===== config.mk =====
export PLATFORM = sky130hd
export DESIGN_NAME = nor_gate_sweep
export DESIGN_NICKNAME = d
export VERILOG_FILES = /design/src/rtl/nor_gate_sweep.sv
export SDC_FILE = /design/constraint.sdc
export NUM_CORES = 1
export LEC_CHECK = 0
export CORE_MARGIN = 2
export CORE_UTILIZATION = 53
export DETAILED_ROUTE_END_ITERATION = 8
export PLACE_DENSITY = 0.82
export REMOVE_ABC_BUFFERS = 1
export SLEW_MARGIN = 20
export SYNTH_ARGS = -nofsm -noshare
export SYNTH_HDL_FRONTEND = slang
export SYNTH_SLANG_ARGS = --single-unit

===== constraint.sdc =====
create_clock -name clk -period 3.5 [get_ports clk]
set_clock_uncertainty 0.05 [all_clocks]
set_input_delay 0.7 -clock clk [delete_from_list [all_inputs] [get_ports clk]]
set_output_delay 0.7 -clock clk [all_outputs]
set_load 0.02 [all_outputs]

===== src/rtl/nor_gate_sweep.sv =====
`default_nettype none
// ============================================================================
// Module   : nor_gate_sweep
// Purpose  : Clocked equivalence sweeper for W-input reduction gates. Every
//            run applies vectors 0..2^W-1, one per cycle. Each vector goes to
//            two versions of the selected gate (OR/NOR/AND/NAND):
//              A - a network of 2-input NOR cells only
//              B - a behavioural De Morgan expression
//            Both results are registered, mismatches are counted, and the
//            run ends with a one-cycle done pulse and a pass flag.
// Ports    : clk              clock, rising edge
//            rst_n            asynchronous active-low reset
//            i_start          run request, sampled in IDLE only
//            i_mode[1:0]      0 OR, 1 NOR, 2 AND, 3 NAND (latched at start)
//            i_fault_en       invert impl A at i_fault_vec (latched at start)
//            i_fault_vec[W-1:0] vector at which impl A is inverted
//            o_busy           run in progress
//            o_valid          o_vec/o_a/o_b carry a fresh result this cycle
//            o_vec[W-1:0]     vector applied
//            o_a, o_b         impl A / impl B result for o_vec
//            o_err_cnt[W:0]   mismatches in the current/last run
//            o_first_err_vec  vector of the first mismatch
//            o_done           one-cycle pulse at end of run
//            o_pass           last completed run had no mismatch
// Revision : 1.0 - initial release
// ============================================================================

// ---------------------------------------------------------------------------
// 2-input NOR primitive. Every gate in impl A is an instance of this cell;
// an inverter is a NOR with both inputs tied together.
// ---------------------------------------------------------------------------
module nor_gate_sweep_nor2 (
  input  logic i_a,
  input  logic i_b,
  output logic o_y
);
  assign o_y = ~(i_a | i_b);
endmodule

// ---------------------------------------------------------------------------
// W-input NOR reduction made from 2-input NOR cells only.
// Internally a balanced OR tree (NOR followed by a NOR inverter per node),
// padded with constant-0 leaves up to a power of two, then a final NOR
// inverter at the root. For W=1 the tree is just the leaf, so the output is
// an inverter of x[0].
// Ports: i_x[W-1:0] operand, o_nor = ~|i_x
// ---------------------------------------------------------------------------
module nor_gate_sweep_nor_tree #(
  parameter int W = 2
) (
  input  logic [W-1:0] i_x,
  output logic         o_nor
);
  localparam int c_DEPTH  = (W > 1) ? $clog2(W) : 0;
  localparam int c_LEAVES = 1 << c_DEPTH;

  // Heap layout: node 1 is the root, node i has children 2i and 2i+1,
  // leaves occupy c_LEAVES..2*c_LEAVES-1. Each node holds the OR of its
  // subtree.
  logic w_node [1:2*c_LEAVES-1];

  genvar gi;
  for (gi = 0; gi < c_LEAVES; gi++) begin : g_leaf
    if (gi < W) begin : g_in
      assign w_node[c_LEAVES+gi] = i_x[gi];
    end else begin : g_pad
      // 0 is the OR identity, so padding leaves do not change the result.
      assign w_node[c_LEAVES+gi] = 1'b0;
    end
  end

  for (gi = 1; gi < c_LEAVES; gi++) begin : g_node
    logic w_nor;
    nor_gate_sweep_nor2 u_nor (
      .i_a (w_node[2*gi]),
      .i_b (w_node[2*gi+1]),
      .o_y (w_nor)
    );
    nor_gate_sweep_nor2 u_inv (
      .i_a (w_nor),
      .i_b (w_nor),
      .o_y (w_node[gi])
    );
  end

  nor_gate_sweep_nor2 u_root (
    .i_a (w_node[1]),
    .i_b (w_node[1]),
    .o_y (o_nor)
  );
endmodule

// ---------------------------------------------------------------------------
// Top level sweeper.
// ---------------------------------------------------------------------------
module nor_gate_sweep #(
  parameter int W = 2   // legal range 1..8
) (
  input  logic         clk,
  input  logic         rst_n,
  input  logic         i_start,
  input  logic [1:0]   i_mode,
  input  logic         i_fault_en,
  input  logic [W-1:0] i_fault_vec,
  output logic         o_busy,
  output logic         o_valid,
  output logic [W-1:0] o_vec,
  output logic         o_a,
  output logic         o_b,
  output logic [W:0]   o_err_cnt,
  output logic [W-1:0] o_first_err_vec,
  output logic         o_done,
  output logic         o_pass
);

  localparam logic [W:0] c_LAST = {1'b0, {W{1'b1}}};   // N-1
  localparam logic [W:0] c_ONE  = {{W{1'b0}}, 1'b1};

  localparam logic [1:0] c_MODE_OR   = 2'd0;
  localparam logic [1:0] c_MODE_NOR  = 2'd1;
  localparam logic [1:0] c_MODE_AND  = 2'd2;
  localparam logic [1:0] c_MODE_NAND = 2'd3;

  typedef enum logic [1:0] {
    S_IDLE = 2'd0,
    S_RUN  = 2'd1,
    S_FIN  = 2'd2
  } state_t;

  state_t       r_state;
  logic [W:0]   r_cnt;
  logic [1:0]   r_mode;
  logic         r_fault_en;
  logic [W-1:0] r_fault_vec;

  logic         r_busy;
  logic         r_valid;
  logic [W-1:0] r_vec;
  logic         r_a;
  logic         r_b;
  logic [W:0]   r_err_cnt;
  logic [W-1:0] r_first_err_vec;
  logic         r_done;
  logic         r_pass;

  // Vector under test: the low W bits of the counter. The extra counter bit
  // lets the counter step past N-1 without wrapping on the last vector.
  logic [W-1:0] w_x;
  assign w_x = r_cnt[W-1:0];

  // -------------------------------------------------------------------------
  // Impl A: NOR-only network
  // -------------------------------------------------------------------------
  logic [W-1:0] w_xn;
  logic         w_nor_x;    // ~|x
  logic         w_nor_xn;   // ~|~x  == &x
  logic         w_or_a;
  logic         w_nand_a;

  genvar gi;
  for (gi = 0; gi < W; gi++) begin : g_inv
    nor_gate_sweep_nor2 u_inv (
      .i_a (w_x[gi]),
      .i_b (w_x[gi]),
      .o_y (w_xn[gi])
    );
  end

  nor_gate_sweep_nor_tree #(.W(W)) u_tree_x (
    .i_x   (w_x),
    .o_nor (w_nor_x)
  );

  nor_gate_sweep_nor_tree #(.W(W)) u_tree_xn (
    .i_x   (w_xn),
    .o_nor (w_nor_xn)
  );

  nor_gate_sweep_nor2 u_or_inv (
    .i_a (w_nor_x),
    .i_b (w_nor_x),
    .o_y (w_or_a)
  );

  nor_gate_sweep_nor2 u_nand_inv (
    .i_a (w_nor_xn),
    .i_b (w_nor_xn),
    .o_y (w_nand_a)
  );

  logic w_a_gate;
  always_comb begin
    w_a_gate = 1'b0;
    case (r_mode)
      c_MODE_OR:   w_a_gate = w_or_a;
      c_MODE_NOR:  w_a_gate = w_nor_x;
      c_MODE_AND:  w_a_gate = w_nor_xn;
      c_MODE_NAND: w_a_gate = w_nand_a;
      default:     w_a_gate = 1'b0;
    endcase
  end

  // Deliberate corruption of impl A, used to prove the checker catches a
  // wrong answer at a known vector.
  logic w_fault_hit;
  logic w_a;
  assign w_fault_hit = r_fault_en & (w_x == r_fault_vec);
  assign w_a         = w_a_gate ^ w_fault_hit;

  // -------------------------------------------------------------------------
  // Impl B: behavioural De Morgan forms
  // -------------------------------------------------------------------------
  logic w_b;
  always_comb begin
    w_b = 1'b0;
    case (r_mode)
      c_MODE_OR:   w_b = ~(~|w_x);
      c_MODE_NOR:  w_b = ~|w_x;
      c_MODE_AND:  w_b = ~(|(~w_x));
      c_MODE_NAND: w_b = ~(~(|(~w_x)));
      default:     w_b = 1'b0;
    endcase
  end

  logic w_mismatch;
  assign w_mismatch = w_a ^ w_b;

  // -------------------------------------------------------------------------
  // Control FSM with registered outputs
  // -------------------------------------------------------------------------
  always_ff @(posedge clk or negedge rst_n) begin
    if (!rst_n) begin
      r_state         <= S_IDLE;
      r_cnt           <= '0;
      r_mode          <= '0;
      r_fault_en      <= 1'b0;
      r_fault_vec     <= '0;
      r_busy          <= 1'b0;
      r_valid         <= 1'b0;
      r_vec           <= '0;
      r_a             <= 1'b0;
      r_b             <= 1'b0;
      r_err_cnt       <= '0;
      r_first_err_vec <= '0;
      r_done          <= 1'b0;
      r_pass          <= 1'b0;
    end else begin
      case (r_state)
        S_IDLE: begin
          r_done  <= 1'b0;
          r_valid <= 1'b0;
          // Result registers keep the last run visible until a new start.
          if (i_start) begin
            r_mode          <= i_mode;
            r_fault_en      <= i_fault_en;
            r_fault_vec     <= i_fault_vec;
            r_cnt           <= '0;
            r_err_cnt       <= '0;
            r_first_err_vec <= '0;
            r_pass          <= 1'b0;
            r_busy          <= 1'b1;
            r_state         <= S_RUN;
          end
        end

        S_RUN: begin
          r_vec   <= w_x;
          r_a     <= w_a;
          r_b     <= w_b;
          r_valid <= 1'b1;
          if (w_mismatch) begin
            r_err_cnt <= r_err_cnt + c_ONE;
            if (r_err_cnt == '0) begin
              r_first_err_vec <= w_x;
            end
          end
          r_cnt <= r_cnt + c_ONE;
          if (r_cnt == c_LAST) begin
            r_state <= S_FIN;
          end
        end

        S_FIN: begin
          r_valid <= 1'b0;
          r_done  <= 1'b1;
          r_pass  <= (r_err_cnt == '0);
          r_busy  <= 1'b0;
          r_state <= S_IDLE;
        end

        default: begin
          r_valid <= 1'b0;
          r_done  <= 1'b0;
          r_busy  <= 1'b0;
          r_state <= S_IDLE;
        end
      endcase
    end
  end

  assign o_busy          = r_busy;
  assign o_valid         = r_valid;
  assign o_vec           = r_vec;
  assign o_a             = r_a;
  assign o_b             = r_b;
  assign o_err_cnt       = r_err_cnt;
  assign o_first_err_vec = r_first_err_vec;
  assign o_done          = r_done;
  assign o_pass          = r_pass;

endmodule
`default_nettype wire


==> out/metrics.cfg, run 1 <==
[run_status]
status = complete, no violations

[final_layout]
fill_cells = 153
final_net_count = 137
synthToLayoutAreaGrowth_pct = 23.9
final_common_cell = nand2_1
finalNonFillerCells = 150
antenna_cells = 0
drive_above_1_share_pct = 7.32
layout_common_cells = nand2_1 (29), dfrtp_1 (23), clkdlybuf4s50_1 (19), o21ai_0 (12), inv_1 (8)

[yosys]
ys_types = 22
synth_flop_cell = dfrtp_1
syn_area_per_cell_um2 = 10.3
synth_enable_flop_cells = 0
ys_seq_area_share_pct = 55.2
synth_warnings = 0
synth-seq-cells = 23
syn-instance-count = 101
synth_area_um2 = 1040
async_reset_ff_share_pct = 100

[routing]
wl_per_cell_um = 12.5
totalWireLength_um = 1870
drt_iter0_markers = 5
via_per_inst = 4.94
drt-pass1-iter-count = 4
via_count = 741
route.antenna.remaining_nets = 0
route.detailed.drc = 0

[place]
dp.cells = 146
gp_congestion = 0.781
post-dp-hpwl_um = 1440
io_buffer_count = 20

[clock_tree]
clk_pin_slew_ps = 140
numCtsBuffers = 3
post-cts-setup-buffers = 0
cts_resized = 0
cts_hold_buf = 0
clock_latency_ps = 300
clock_path_buffers = 2
clkSinkCount = 23
cts_tree = built
cts_root_buf = clkbuf_4
htree_levels = 1

[floorplan]
core_um2 = 1900
die_w_um = 48.3
die_area_um2 = 2340
num_rows = 16
ioPinCount = 21
start_util_pct = 54.8
die_y_um = 48.3

[global_routing]
gr-total-overflow = 0
grt_pass1_vias = 759
antenna_found_initial = 0
grt_pass1_wl_um = 3260
grt_start_max_net_pins = 24
grt_usage_pct = 18.1

[sta]
finalMaxSlewViolations = 0
fmaxAchievable_ghz = 0.484
hold_viol_final = 0
slew-limit-headroom_pct = 63.5
tightest_slew_ps = 545
rsz0062_at_grt = no
post-route-period-util_pct = 59.1
fin_setup_tns_ps = 0
post-route-min-period_ps = 2070
holdWs_ps = 286
setup_viol = 0

[worst_setup_path]
ff2ff_path_depth = 5
required_ps = 2750
path_max_fanout = 4
critPathBufInv = 1
slowest_delay_ps = 620
cp_cell_sequence = clkdlybuf4s50_1
path_class = flop to output pin
crit_start = o_err_cnt[0]$_DFFE_PN0P_
critPathArrivalTime_ps = 1320
crit_end = o_err_cnt[0]
r2r-start = r_cnt[0]$_DFFE_PN0P_
ff2ff_setup_slack_ps = 1740
crit_family = buffers and inverters
r2r_end = o_a$_DFFE_PN0P_
path_depth = 1
critPathLaunchType = flop
cp-end-kind = output pin
cpMaxStageDelayCell = clkdlybuf4s50_1

[power]
ir_worst_vdd_v = 0.000542
power.density_nw_per_um2 = 912
pwr-share-seq_pct = 39.5
p_leak_nw = 0.611
p_comb_share_pct = 50.2
power_switching_share_pct = 41.3
internal_power_mw = 0.691
clkPwrFrac_pct = 10.3
power_switching_mw = 0.487

[flow_run]
drv_cap = 0

[min_path]
min_path_type = input pin to async pin

-- registers in the layout (all words and copies together) (netlist names) --
signal           cells
o_a                  1
o_b                  1
o_busy               1
o_done               1
o_err_cnt            3
o_first_err_vec      2
o_pass               1
o_valid              1
o_vec                2
r_cnt                3
r_fault_en           1
r_fault_vec          2
r_mode               2
r_state              2
-- cell type report --
| class | instances | area (µm²) | area share [%] |
|---|---|---|---|
| multi-input combinational | 68 | 429 | 33.2 |
| timing repair buffer | 20 | 195 | 15.1 |
| clock inverter | 1 | 5.00 | 0.388 |
| tap | 27 | 33.8 | 2.62 |
| inverter | 8 | 30.0 | 2.33 |
| clock buffer | 3 | 22.5 | 1.74 |
| sequential | 23 | 576 | 44.6 |
-- how the worst min path moves through the flow --
| stage | end | slack [ps] | depth (start not counted) |
|---|---|---|---|
| final | r_cnt[2]$_DFFE_PN0P_ | 290 | 1 |
| after global routing | r_cnt[2]$_DFFE_PN0P_ | 310 | 1 |
| after CTS | o_vec[1]$_DFFE_PN0P_ | 450 | 2 |
| after detailed placement | o_vec[1]$_DFFE_PN0P_ | 420 | 2 |
| after global placement | o_done$_DFFE_PN0N_ | 410 | 2 |
| after floorplan | o_a$_DFFE_PN0P_ | 350 | 0 |
-- power groups by stage --
stage | Sequential (mW) | Clock [mW] | Combinational (mW)
floorplan | 0.535 | 0 | 0.314
global placement | 0.466 | 0 | 0.576
detailed placement | 0.473 | 0 | 0.598
CTS | 0.466 | 0.121 | 0.601
global route | 0.478 | 0.133 | 0.665
finish | 0.465 | 0.121 | 0.591
-- metal layers --
metal	track usage, %	part of all wire [%]	vias up	wire, µm
met1	22.0	43	358	795
li1	-	-	368	-
met3	4.01	2.9	2	54
met5	0	0	-	0
met4	5.71	1.1	0	21
met2	32.2	53	13	998
-- per-stage QoR --
stage | total power [mW] | instance area (µm²) | worst slack [ps] | utilization (%)
3_5_place_dp | 1.07 | 1270 | 1410 | 66.7
2_1_floorplan | 0.849 | 1030 | 1950 | -
4_1_cts | 1.19 | 1300 | 1420 | 68.2
5_1_grt | 1.28 | 1290 | 1390 | 67.9
6_report | 1.18 | 1290 | 1430 | 67.9
3_3_place_gp | 1.04 | 1270 | 1430 | 66.7
-- cells by family after synthesis --
kind of cell	Yosys count	synth area share (%)
simple gates	41	19.9
flops	23	55.2
compound gates	15	7.68
buf+inv	10	3.60
fa+ha+maj	5	6.00
xor+xnor	4	4.68
mux	3	2.88
-- cells in the mapped netlist (2+ instances only) --
cell	number	area, µm²
clkbuf_1	2	7.51
ha_1	5	62.6
o21ai_0	12	60.1
nand3_1	2	10.0
mux2i_1	3	30.0
xor2_1	2	17.5
nor2_1	2	7.51
inv_1	8	30.0
nand2_1	29	109
o31ai_1	2	15.0
dfrtp_1	23	576
(Power assumes the default switching activity.)
==> run 2: changes to the inputs <==
--- a/config.mk
+++ b/config.mk
@@ -6,9 +6,9 @@
 export NUM_CORES = 1
 export LEC_CHECK = 0
 export CORE_MARGIN = 2
-export CORE_UTILIZATION = 53
+export CORE_UTILIZATION = 44
 export DETAILED_ROUTE_END_ITERATION = 8
-export PLACE_DENSITY = 0.82
+export PLACE_DENSITY = 0.73
 export REMOVE_ABC_BUFFERS = 1
 export SLEW_MARGIN = 20
 export SYNTH_ARGS = -nofsm -noshare
==> constraint.sdc (replaced) <==
create_clock -name clk -period 1.75 [get_ports clk]
set_clock_uncertainty 0.05 [all_clocks]
set_input_delay 0.35 -clock clk [delete_from_list [all_inputs] [get_ports clk]]
set_output_delay 0.35 -clock clk [all_outputs]
set_load 0.02 [all_outputs]
==> run 2 against run 1 <==
Against the previous run:
- final area increased by 4.6%
- non-clock buffer count up 6
- global-route usage down 1.7 points
- sequential share of layout area down 1.9 points
- register-to-register slack lost 1600 ps
- final cell count grew 4.7%
==> out/metrics.cfg, run 2 (same netlist as run 1, synthesis figures left out) <==
[worst_setup_path]
ff2ff_path_depth = 5  ; unchanged
crit_family = buffers and inverters
critPathBufInv = 1  ; unchanged
ff2ff_setup_slack_ps = 160  ; -1580 ps
critPathArrivalTime_ps = 1300  ; -20 ps
slowest_delay_ps = 610  ; about the same
r2r_end = o_a$_DFFE_PN0P_
path_class = flop to output pin
cpMaxStageDelayCell = clkdlybuf4s50_1
cp-end-kind = output pin
required_ps = 1350  ; -1400 ps
crit_start = o_vec[0]$_DFFE_PN0P_
path_max_fanout = 2  ; -2
r2r-start = r_cnt[0]$_DFFE_PN0P_
critPathLaunchType = flop
cp_cell_sequence = clkdlybuf4s50_1

[routing]
via_count = 755  ; +1.9%
wl_per_cell_um = 12.3  ; -1.5%
route.antenna.remaining_nets = 0  ; unchanged
route.detailed.drc = 0  ; unchanged
drt_iter0_markers = 16  ; +11
totalWireLength_um = 1930  ; +3.1%
drt-pass1-iter-count = 4  ; unchanged
via_per_inst = 4.81  ; -2.7%

[floorplan]
die_area_um2 = 2770  ; +19%
start_util_pct = 46.7  ; -8.1 points
ioPinCount = 21  ; unchanged
core_um2 = 2230  ; +17%
num_rows = 17  ; +1
die_y_um = 52.7  ; +8.9%
die_w_um = 52.7  ; +8.9%

[clock_tree]
clkSinkCount = 23  ; unchanged
clock_path_buffers = 2  ; unchanged
post-cts-setup-buffers = 0  ; unchanged
clk_pin_slew_ps = 120  ; -20 ps
htree_levels = 1  ; unchanged
cts_root_buf = clkbuf_4
clock_latency_ps = 310  ; about the same
numCtsBuffers = 3  ; unchanged
cts_tree = built
cts_hold_buf = 0  ; unchanged

[sta]
fin_ws_ps = 53.3  ; -1380 ps
hold_viol_final = 0  ; unchanged
fin_setup_tns_ps = 0  ; unchanged
tightest_slew_ps = 305  ; -241 ps
post-route-period-util_pct = 97.0
setup_viol = 0  ; unchanged
rsz0062_at_grt = no
finalMaxSlewViolations = 0  ; unchanged
fmaxAchievable_ghz = 0.589
slew-limit-headroom_pct = 79.6  ; +16 points
post-route-min-period_ps = 1700

[power]
ir_worst_vdd_v = 0.00107  ; +97%
power.density_nw_per_um2 = 1790  ; +97%
p_leak_nw = 0.700  ; +14%
finalPower_mw = 2.42  ; +110%

[place]
io_buffer_count = 20  ; unchanged
gp_congestion = 0.756  ; -3.2%
place_worst_setup_slack_ps = 54.8  ; -1360 ps
post-dp-hpwl_um = 1440  ; about the same

[final_layout]
antenna_cells = 0  ; unchanged
drive_above_1_share_pct = 10.1  ; +2.8 points
synthToLayoutAreaGrowth_pct = 29.5
final_net_count = 143  ; +4.4%
layout_common_cells = nand2_1 (29), dfrtp_1 (23), clkdlybuf4s50_1 (15), o21ai_0 (11), inv_1 (8)
utilization_pct = 60.4  ; -7.4 points
final_common_cell = nand2_1

[global_routing]
grt_pass1_wl_um = 3240  ; -0.61%
grt_usage_pct = 16.4  ; -1.7 points
gr-total-overflow = 0  ; unchanged
grt_start_max_net_pins = 24  ; unchanged
grt_pass1_vias = 731  ; -3.7%
antenna_found_initial = 0  ; unchanged

[min_path]
min_path_type = input pin to async pin

[run_status]
status = complete, no violations

[flow_run]
drv_cap = 0  ; unchanged

## run 2: cell count changes in the layout (fill, tap and decap cells not counted), sizes merged
cell,before,now
clkinv,1,0
dlygate4sd2,0,1
clkdlybuf4s50,19,15
clkbuf,3,4
dlymetal6s2s,0,4
buf,1,6
## run 2: worst max-delay path by stage
stage	endpoint	slack, ps	cells after the start
6_report	o_vec[0]	50	1
5_1_grt	o_vec[0]	2	1
4_1_cts	o_err_cnt[1]	9	1
3_5_place_dp	o_a$_DFFE_PN0P_	50	5
3_3_place_gp	o_a$_DFFE_PN0P_	140	5
2_1_floorplan	o_a$_DFFE_PN0P_	200	5
## run 2: power breakdown
part / internal [mW] / switching, mW
Combinational: 0.582 / 0.667
Clock: 0.0891 / 0.152
Sequential: 0.766 / 0.163
Total: 1.44 / 0.982
## run 2: metal layers
layer  track usage, %  share of wire (%)  vias up
met2             27.3                 48       16
met3             2.57                3.7        5
met1             20.6                 46      354
met4             7.69                1.7        0
met5                0                  0        -
li1                 -                  -      380
## run 2: final cells by class
type / count / area (µm²)
Clock buffer: 4 / 26.3
Fill cell: 199 / 883
Inverter: 8 / 30.0
Multi-Input combinational cell: 68 / 429
Sequential cell: 23 / 576
Tap cell: 28 / 35.0
Timing Repair Buffer: 26 / 254
## run 2: repair_timing
action / CTS / global route
resized for setup: 1 / 5
endpoints found under the hold margin: 0 / 0
setup endpoints to repair: 1 / 5
## run 2: metrics by stage
| stage | area, µm² | hold slack, ps | cells |
|---|---|---|---|
| detailed placement | 1320 | 434 | 153 |
| global placement | 1320 | 413 | 153 |
| floorplan | 1030 | 4.41 | 99 |
| CTS | 1340 | 326 | 157 |
| global route | 1350 | 335 | 157 |
| finish | 1350 | 324 | 157 |
